**config.mk**
```make
export PLATFORM = sky130hd
export DESIGN_NAME = instruction_fetch
export DESIGN_NICKNAME = d
export VERILOG_FILES = /design/src/rtl/instruction_fetch.sv
export SDC_FILE = /design/constraint.sdc
export NUM_CORES = 1
export LEC_CHECK = 0
export CORE_MARGIN = 2
export CORE_UTILIZATION = 27
export DETAILED_ROUTE_END_ITERATION = 10
export GPL_ROUTABILITY_DRIVEN = 1
export MAX_ROUTING_LAYER = met4
export PLACE_DENSITY = 0.59
export SLEW_MARGIN = 20
export SYNTH_ARGS = -nofsm -noshare
export SYNTH_HDL_FRONTEND = slang
export SYNTH_SLANG_ARGS = --single-unit
```
**constraint.sdc**
```tcl
create_clock -name Clock -period 3.6 [get_ports Clock]
set_clock_uncertainty 0.05 [all_clocks]
set_input_delay 1.08 -clock Clock [delete_from_list [all_inputs] [get_ports Clock]]
set_output_delay 1.08 -clock Clock [all_outputs]
set_load 0.005 [all_outputs]
```
**src/rtl/instruction_fetch.sv**
```systemverilog
// instruction_fetch: PC owner and one-entry fetch buffer with valid/ready handshake and redirect flush.
// Define FETCH_PERF_COUNT_EN to add the oAcceptCount/oBubbleCount performance counters.
module instruction_fetch #(
  parameter logic [15:0] RESET_PC = 16'd0
) (
  input  logic        Clock,
  input  logic        Reset,
  output logic [15:0] oAddress,
  input  logic [27:0] iInstruction,
  output logic        oValid,
  input  logic        iReady,
  output logic [27:0] oInstruction,
  output logic [15:0] oPC,
  output logic [3:0]  oOpcode,
  output logic [7:0]  oDest,
  output logic [7:0]  oSrcA,
  output logic [7:0]  oSrcB,
  output logic [15:0] oImm,
  input  logic        iRedirect,
`ifdef FETCH_PERF_COUNT_EN
  input  logic [15:0] iRedirectAddr,
  output logic [15:0] oAcceptCount,
  output logic [15:0] oBubbleCount
`else
  input  logic [15:0] iRedirectAddr
`endif
);
  logic [15:0] pc;
  logic        load;
  assign load     = !oValid || iReady;
  assign oAddress = pc;
  assign oOpcode  = oInstruction[27:24];
  assign oDest    = oInstruction[23:16];
  assign oSrcA    = oInstruction[15:8];
  assign oSrcB    = oInstruction[7:0];
  assign oImm     = oInstruction[15:0];
  // Redirect drops the buffered word but keeps its contents; only valid is cleared.
  always_ff @(posedge Clock) begin
    if (Reset) begin
      pc           <= RESET_PC;
      oValid       <= 1'b0;
      oInstruction <= '0;
      oPC          <= '0;
    end else if (iRedirect) begin
      pc     <= iRedirectAddr;
      oValid <= 1'b0;
    end else if (load) begin
      oInstruction <= iInstruction;
      oPC          <= pc;
      oValid       <= 1'b1;
      pc           <= pc + 16'd1;
    end
  end
`ifdef FETCH_PERF_COUNT_EN
  logic armed;
  // armed skips the first post-reset edge, whose empty buffer is the reset bubble.
  always_ff @(posedge Clock) begin
    if (Reset) begin
      armed        <= 1'b0;
      oAcceptCount <= '0;
      oBubbleCount <= '0;
    end else begin
      armed        <= 1'b1;
      oAcceptCount <= oAcceptCount + 16'(oValid && iReady);
      oBubbleCount <= oBubbleCount + 16'(armed && !oValid);
    end
  end
`endif
endmodule

```
* Word-level counts from Yosys, hierarchy flattened
Cells that the tools add are included.
Storage, ports and cells: register bits after elaboration 61, input port bits 48, output and inout port bits 105, logic and storage cells 13
Cells by class: add/subtract/negate cells 1, multiplexer cells 2, bitwise operators 1, reductions and logical operators 5
Operators with widths (number):
- 16-bit two-way mux | 2
- 16-bit by 1-bit adder with 16-bit output, second input constant | 1
- 2-bit AND reduction | 1
- 2-bit nonzero test | 1
- 2-bit OR reduction | 1
- 1-bit logical NOT | 1
- 1-bit logical OR | 1
- 1-bit NOT | 1

* Depth between registers and ports, before layout
Gate-level depths: netlist of the first run.
depth in word-level cells 4, depth in mapped cells 7, depth with buffers taken out 5

* Least setup slack after synthesis of the first run
No wires, ideal clock.
path type input to register, from input port iRedirect, to register oInstruction[0], library setup time 0.070 ns, arrival 2.251 ns, data required time 3.480 ns, slack 1.229 ns, cell stages on the path 7, path buffers 3, path through buf_2 clkinv_1 nand2_1 clkbuf_1 buf_1 nand2_1 a21oi_1
On the way: word-level cells in the longest chain between the ends 2
RTL lines:
- from (decl) | line 19 | input logic iRedirect,
- 1-bit NOT (no line)
- 2-bit AND reduction (no line)
- to (signal assigned) | line 48 | oInstruction <= iInstruction;
- to (decl) | line 12 | output logic [27:0] oInstruction,
Every way passes these cells. A chain may end at the register's enable or synchronous reset.

* Final worst setup path of the first run
from input port iRedirect, to register oInstruction[6]
Same word-level chain as after synthesis.

==> results of run 1 <==
## cell usage after synthesis
| library cell | n |
|---|---|
| sky130_fd_sc_hd__clkinv_1 | 1 |
| sky130_fd_sc_hd__o211ai_1 | 1 |
| sky130_fd_sc_hd__o31a_1 | 1 |
| sky130_fd_sc_hd__buf_1 | 1 |
| sky130_fd_sc_hd__nand2b_1 | 1 |
| sky130_fd_sc_hd__or3_1 | 2 |
| sky130_fd_sc_hd__xor2_1 | 1 |
| sky130_fd_sc_hd__clkbuf_1 | 19 |
| sky130_fd_sc_hd__and3_1 | 1 |
| sky130_fd_sc_hd__a311oi_1 | 4 |
| sky130_fd_sc_hd__inv_1 | 2 |
| sky130_fd_sc_hd__buf_2 | 2 |
| sky130_fd_sc_hd__nor3_1 | 5 |
| sky130_fd_sc_hd__nor2_1 | 14 |
| sky130_fd_sc_hd__nand3_1 | 5 |
| sky130_fd_sc_hd__nand4_2 | 1 |
| sky130_fd_sc_hd__nand4_1 | 5 |
| sky130_fd_sc_hd__buf_4 | 44 |
| sky130_fd_sc_hd__nor4_1 | 5 |
| sky130_fd_sc_hd__nor2b_1 | 1 |
| sky130_fd_sc_hd__ha_1 | 1 |
| sky130_fd_sc_hd__nor4b_1 | 1 |
| sky130_fd_sc_hd__o21ai_0 | 5 |
| sky130_fd_sc_hd__or3_2 | 1 |
| sky130_fd_sc_hd__a21oi_1 | 45 |
| sky130_fd_sc_hd__a221o_1 | 2 |
| sky130_fd_sc_hd__xnor2_1 | 7 |
| sky130_fd_sc_hd__a211oi_1 | 7 |
| sky130_fd_sc_hd__a21o_1 | 1 |
| sky130_fd_sc_hd__or4_1 | 3 |
| sky130_fd_sc_hd__o31ai_1 | 1 |
| sky130_fd_sc_hd__a31oi_1 | 1 |
| sky130_fd_sc_hd__nand2_1 | 105 |
| sky130_fd_sc_hd__dfxtp_1 | 61 |
## per-layer routing
layer | routed length [um] | global-route usage | up-vias
met4 | 106 | 0.0676 | 0
met2 | 3830 | 0.235 | 99
met5 | 0 | - | -
met3 | 472 | 0.0396 | 8
met1 | 3600 | 0.180 | 1236
li1 | - | - | 1359
## where the power goes
| part | total (mW) | switching, mW | internal (mW) |
|---|---|---|---|
| Combinational | 0.291 | 0.107 | 0.185 |
| Sequential | 0.758 | 0.0439 | 0.714 |
| Clock | 0.742 | 0.264 | 0.478 |
| Total | 1.79 | 0.414 | 1.38 |
## area by class of cell
class	instances	area (um^2)
Clock buffer	12	145
Fill cell	983	5530
Inverter	3	11.3
Clock inverter	4	95.1
Multi-Input combinational cell	227	1130
Tap cell	133	166
Timing Repair Buffer	158	1560
Sequential cell	61	1220
## final timing paths
check | end | slack, ns
worst min-delay path | oPC[0] | 0.41
worst max register to register | oAddress[13] | 1.69
worst min register to register | oPC[0] | 0.41
worst max-delay path | oInstruction[6] | 0.87
## state kept, by name (all words and copies together) (netlist names)
name	count
oAddress	16
oInstruction	28
oPC	16
oValid	1
## cells by family (layout without fill, tap and decap cells)
| group | after synthesis | after routing |
|---|---|---|
| AOI/OAI and AO/OA | 68 | 68 |
| xor gates and xnor gates | 8 | 8 |
| adders and majority gates | 1 | 1 |
| buffers and inverters | 69 | 177 |
| DFF | 61 | 61 |
| and+or+nand+nor | 150 | 150 |
## worst min-delay path, delay by kind of cell, from the launching register on
family,cells,cell delay (ns)
flops,1,0.31
simple gates,1,0.05
compound gates,1,0.05
## metrics by stage
step,utilization,std cells
floorplan,-,357
global placement,0.415,582
detailed placement,0.415,582
CTS,0.439,598
global route,0.439,598
finish,0.439,598
==> metrics.md, run 1 <==
| Metric | Value |
|---|---|
| Max-capacitance violation count | `0` |
| Top Family by Delay on Critical Path | `buffers and inverters` |
| Power per unit of standard cell area | `roughly 410 nW/um^2` |
| Biggest area contributors in the synthesized netlist | `sky130_fd_sc_hd__dfxtp_1 (44%), sky130_fd_sc_hd__nand2_1 (14%), sky130_fd_sc_hd__buf_4 (12%)` |
| Count of mapped cells out of synthesis | `roughly 360` |
| DR vias | `around 2700` |
| Number of antenna violations at the first check in global routing | `0` |
| Half-perimeter wire length after detailed placement | `~5800 um` |
| Average routed wire per standard cell | `between 10 and 15 um` |
| Fraction of final layout cells with drive strength greater than 1 | `0.0538` |
| Critical path class | `in -> reg` |
| I/O pins | `153` |
| Clock-pin transition on the worst setup and hold timing paths | `0.07 ns` |
| Setup repair after global routing missed its margin | `false` |
| Combinational family with the most area after synthesis | `simple AND/OR/NAND/NOR gates` |
| Worst setup startpoint | `iRedirect` |
| Share of Yosys cell area claimed by the top area cell type | `0.441` |
| Largest fanout on the critical path | `31` |
| Total placed instance area | `about 4100 um^2` |
| GPL Wtd Cong | `slightly below 0.8` |
| Startpoint of the worst-slack reg-to-reg timing path | `oAddress[4]` |
| Critical path depth | `6` |
| Longest individual stage delay on the worst path | `approximately 0.73 ns` |
| Status | `finished, final reports clean` |
| Arithmetic-cell share of the synthesized area counting full adders, half adders and majority gates | `0.00452` |
| Largest area contributor in the synthesized netlist | `sky130_fd_sc_hd__dfxtp_1` |
| Count of antenna-violating nets left after detailed routing | `0` |
| Length in cells of the worst reg-to-reg path | `4` |
| Number of warning messages in the yosys log | `0` |
| Final setup vio count | `0` |
| Max frequency | `around 370 MHz` |
| Count of cell types in the netlist | `34` |
| # resized after CTS | `0` |
| Shortest period the worst path allows | `between 2 and 3 ns` |
| Number of clock buffers inserted by TritonCTS | `9` |
| Total iterations of the first detailed-routing run | `4` |
| Routed wire length | `approximately 8000 um` |
| Buffers from clock root to sink, at most | `2` |
| Proportion of synthesized area in mux cells | `0` |
| Remaining Overflow, GRT | `0` |
| Initial Utilization | `0.281` |
| Die Span X | `between 100 and 150 um` |
| Non-Filler Cell Area, Final | `4330 um^2` |
| Period Utilization, post-route | `0.760` |
| Required arrival time at the worst endpoint | `~3.8 ns` |
| Flops & latches, synth | `between 60 and 70` |
| CTS tree | `done` |
| Sequential-to-total area share from yosys stat | `0.441` |
| Most frequent cells in the layout | `sky130_fd_sc_hd__clkdlybuf4s50_1 (151), sky130_fd_sc_hd__nand2_1 (104), sky130_fd_sc_hd__dfxtp_1 (61)` |
| CTS H-Tree Depth | `3` |
| Nets@finish | `509` |
| Root buf cell | `sky130_fd_sc_hd__clkbuf_8` |
| Ant diodes | `0` |
| Standard-cell rows | `36` |
| Clock sink count | `61` |
| Largest net degree at the start of global routing | `38` |
| Worst setup slack after placement | `0.501 ns` |
| Peak supply drop | `between 0.00015 and 0.0002 V` |
| Cell area after synthesis | `between 2000 and 3000 um^2` |
| Final Hold Violating Endpoints | `0` |
| Vias in the first global route | `2506` |
| Number of buffer and inverter stages on the critical path | `3` |
| Pleak | `~1.5 nW` |
| Worst Setup Start Kind | `input pin` |
| Worst Setup Slack, final | `0.865 ns` |
| Overall power | `~1.8 mW` |
| Cell chain of the critical path | `clkdlybuf4s50_1, clkinv_1, nand2_2, buf_4, nand2_1, a21oi_1` |
| Nature of the critical path endpoint | `register` |
| Count of port buffers added during placement | `between 150 and 200` |
| Area fraction in and, or, nand and nor cells after synthesis | `0.232` |
| Kind of path behind the tightest hold check | `reg -> reg` |
| CTS Hold Buffers Added | `0` |
| Die height | `between 100 and 150 um` |
| Crit path max-delay cell type | `sky130_fd_sc_hd__clkdlybuf4s50_1` |
| Synth Area in XOR/XNOR | `0.0253` |
| Mapped Nets | `around 410` |
| Mean cell area of the mapped netlist | `~7.8 um^2` |
| Per-cell via count in the routed design | `4.52` |
| Clock network latency to the later pin of the worst-skew pair | `between 0.3 and 0.4 ns` |
| Sum of negative setup slack | `0 ns` |
| Tot GR Track Use | `0.150` |
| Source of the worst hold timing path | `oPC[0]` |
| Compound-gate portion of the synthesized area | `0.143` |
| Cell count of the worst hold path | `2` |
| Hold Slack | `~0.4 ns` |
| Critical Path AT | `a little under 3 ns` |
| Worst rel slew slack | `0.531` |
| Total setup buffers inserted after CTS | `0` |
| Die area | `11100 um^2` |
| Transition time at the pin with the least slew margin | `between 0.7 and 0.8 ns` |
| Starting DRT DRC Count | `a little under 100` |
| Wire length of the first global-routing pass | `between 10000 and 15000 um` |
| Pins over their slew limit | `0` |
| Most common library cell in the layout ignoring fill and taps | `sky130_fd_sc_hd__clkdlybuf4s50_1` |
| Area delta synth->final | `56.5%` |
| Number of remaining DRC errors | `0` |
| Core ar. | `~9900 um^2` |
(Power assumes the default switching activity.)
==> run 2: changes to the inputs <==
Settings changed: PLACE_DENSITY 0.59 to 0.61.
Clock period 3.6 ns to 2.4 ns, I/O delays scaled along.
==> metrics.md, run 2 (synthesis gave the netlist of run 1 again) <==
| Metric | Value |
|---|---|
| Nature of the critical path endpoint | `output pin` |
| Number of buffer and inverter stages on the critical path | `1 (-2)` |
| Vias in the first global route | `2501 (-0.20%)` |
| Number of remaining DRC errors | `0 (unchanged)` |
| Die Span X | `105 um (unchanged)` |
| Critical path class | `reg -> out` |
| # resized after CTS | `0 (unchanged)` |
| Total placed instance area | `4130 um^2 (+0.86%)` |
| Half-perimeter wire length after detailed placement | `6020 um (+4.5%)` |
| Max frequency | `approximately 460 MHz` |
| Critical Path AT | `1.40 ns (-1.56 ns)` |
| Final setup vio count | `0 (unchanged)` |
| Non-Filler Cell Area, Final | `4350 um^2 (+0.46%)` |
| Final Hold Violating Endpoints | `0 (unchanged)` |
| Power per unit of standard cell area | `603 nW/um^2 (+46%)` |
| Crit path max-delay cell type | `sky130_fd_sc_hd__clkdlybuf4s50_1` |
| Part of the power in the clock network | `0.396 (-0.018)` |
| Pleak | `1.53 nW (+0.88%)` |
| Sum of negative setup slack | `0 ns (unchanged)` |
| Status | `finished, final reports clean` |
| Count of port buffers added during placement | `152 (unchanged)` |
| Cell-internal power | `1.99 mW (+45%)` |
| Die height | `105 um (unchanged)` |
| GPL Wtd Cong | `0.810 (+4.3%)` |
| Area delta synth->final | `57.2%` |
| Count of antenna-violating nets left after detailed routing | `0 (unchanged)` |
| Peak supply drop | `0.000305 V (+69%)` |
| Number of antenna violations at the first check in global routing | `0 (unchanged)` |
| Overall power | `2.62 mW (+46%)` |
| Required arrival time at the worst endpoint | `1.63 ns (-2.19 ns)` |
| Remaining Overflow, GRT | `0 (unchanged)` |
| Tot GR Track Use | `0.155 (+0.00567)` |
| Cell chain of the critical path | `clkdlybuf4s50_1` |
| Max-capacitance violation count | `0 (unchanged)` |
| Reg-to-reg setup timing slack | `0.47 ns (-1.22 ns)` |
| Worst rel slew slack | `0.728 (+0.197)` |
| Wire length of the first global-routing pass | `13300 um (+4.1%)` |
| Root buf cell | `sky130_fd_sc_hd__clkbuf_8` |
| Worst Setup Start Kind | `register` |
| Most common library cell in the layout ignoring fill and taps | `sky130_fd_sc_hd__clkdlybuf4s50_1` |
| Setup repair after global routing missed its margin | `false` |
| Average routed wire per standard cell | `13.8 um (+2.7%)` |
| CTS Hold Buffers Added | `0 (unchanged)` |
| Die area | `11100 um^2 (unchanged)` |
| Kind of path behind the tightest hold check | `reg -> reg` |
| CTS H-Tree Depth | `3 (unchanged)` |
| Most frequent cells in the layout | `sky130_fd_sc_hd__clkdlybuf4s50_1 (151), sky130_fd_sc_hd__nand2_1 (104), sky130_fd_sc_hd__dfxtp_1 (61)` |
| Routed wire length | `8270 um (+3.2%)` |
| Largest fanout on the critical path | `8 (-74%)` |
| Ant diodes | `0 (unchanged)` |
| Fraction of final layout cells with drive strength greater than 1 | `0.0620 (+0.00820)` |
| CTS tree | `done` |
| DR vias | `2707 (+0.19%)` |
| Hold Slack | `0.403 ns (-0.00251 ns)` |
| Per-cell via count in the routed design | `4.50 (-0.32%)` |
| Starting DRT DRC Count | `150 (+55%)` |
| Core ar. | `9860 um^2 (unchanged)` |
| Clock-pin transition on the worst setup and hold timing paths | `0.07 ns (about the same)` |
| Fraction of power spent switching nets | `0.241 (+0.00929)` |
| Nets@finish | `512 (+0.59%)` |
| Part of the total power dissipated in sequential elements | `0.433 (+0.010)` |
| Pins over their slew limit | `0 (unchanged)` |
| Total setup buffers inserted after CTS | `0 (unchanged)` |
| Largest net degree at the start of global routing | `32 (-16%)` |
| Most flops, register | `oInstruction` |
| Top Family by Delay on Critical Path | `buffers and inverters` |
| Total iterations of the first detailed-routing run | `4 (unchanged)` |
| Shortest period the worst path allows | `between 2 and 2.5 ns` |
| Buffers from clock root to sink, at most | `2 (unchanged)` |
| Period Utilization, post-route | `0.906` |
| Psw | `0.631 mW (+52%)` |
| Transition time at the pin with the least slew margin | `0.404 ns (-0.300 ns)` |
| Clock network latency to the later pin of the worst-skew pair | `0.33 ns (about the same)` |
| Longest individual stage delay on the worst path | `0.57 ns (-0.16 ns)` |
| Standard-cell rows | `36 (unchanged)` |
| Number of clock buffers inserted by TritonCTS | `9 (unchanged)` |
| Max reg flops | `28 (unchanged)` |
| Clock sink count | `61 (unchanged)` |
| Initial Utilization | `0.281 (unchanged)` |
| I/O pins | `153 (unchanged)` |
| Combinational power share | `0.171 (+0.008)` |
[run 2: cell count changes in the layout (fill, tap and decap cells not counted)]
cell / delta
sky130_fd_sc_hd__buf_12: +1
sky130_fd_sc_hd__buf_4: +2
sky130_fd_sc_hd__bufinv_16: -1
sky130_fd_sc_hd__clkbuf_1: -1
sky130_fd_sc_hd__clkbuf_8: +1
sky130_fd_sc_hd__clkinv_2: +1
[run 2: worst paths after layout]
check | startpoint | to | cells past startpoint
setup / recovery | oAddress[7] | oAddress[7] | 1
hold reg to reg | oPC[9] | oPC[9] | 2
hold / removal | oPC[9] | oPC[9] | 2
setup reg to reg | oAddress[2] | oAddress[13] | 4
[run 2: metal layers]
layer / routed length [um] / track usage / vias to the layer above
li1: - / - / 1363
met1: 3870 / 0.201 / 1234
met2: 3820 / 0.238 / 102
met3: 474 / 0.0377 / 8
met4: 98 / 0.0495 / 0
met5: 0 / - / -
[run 2: layout make-up]
type                    count  area, um^2
inverters                   3        11.3
fillers                   978        5510
multi-input cells         227        1130
clock buffers              12         155
flip-flops and latches     61        1220
clock inverters             4        70.1
well taps                 133         166
repair buffers            161        1600
[run 2: metrics by stage]
| step | worst slack [ns] | instances | util |
|---|---|---|---|
| after floorplan | 0.389 | 357 | - |
| after global placement | 0.0732 | 585 | 0.418 |
| after detailed placement | 0.0722 | 585 | 0.418 |
| after CTS | 0.200 | 601 | 0.441 |
| after global routing | 0.143 | 601 | 0.441 |
| final | 0.226 | 601 | 0.441 |
[run 2: worst min-delay path: stages, from the launching register on]
cell                      delay (ns)
sky130_fd_sc_hd__dfxtp_1        0.31
sky130_fd_sc_hd__nand2_1        0.05
sky130_fd_sc_hd__a21oi_1        0.05
[run 2: power groups by stage]
| stage | clock [mW] | sequential (mW) | combinational, mW |
|---|---|---|---|
| after floorplan | 0 | 1.15 | 0.193 |
| after global placement | 0 | 1.16 | 0.449 |
| after detailed placement | 0 | 1.16 | 0.453 |
| after CTS | 1.07 | 1.14 | 0.455 |
| after global routing | 1.12 | 1.15 | 0.488 |
| final | 1.04 | 1.14 | 0.448 |
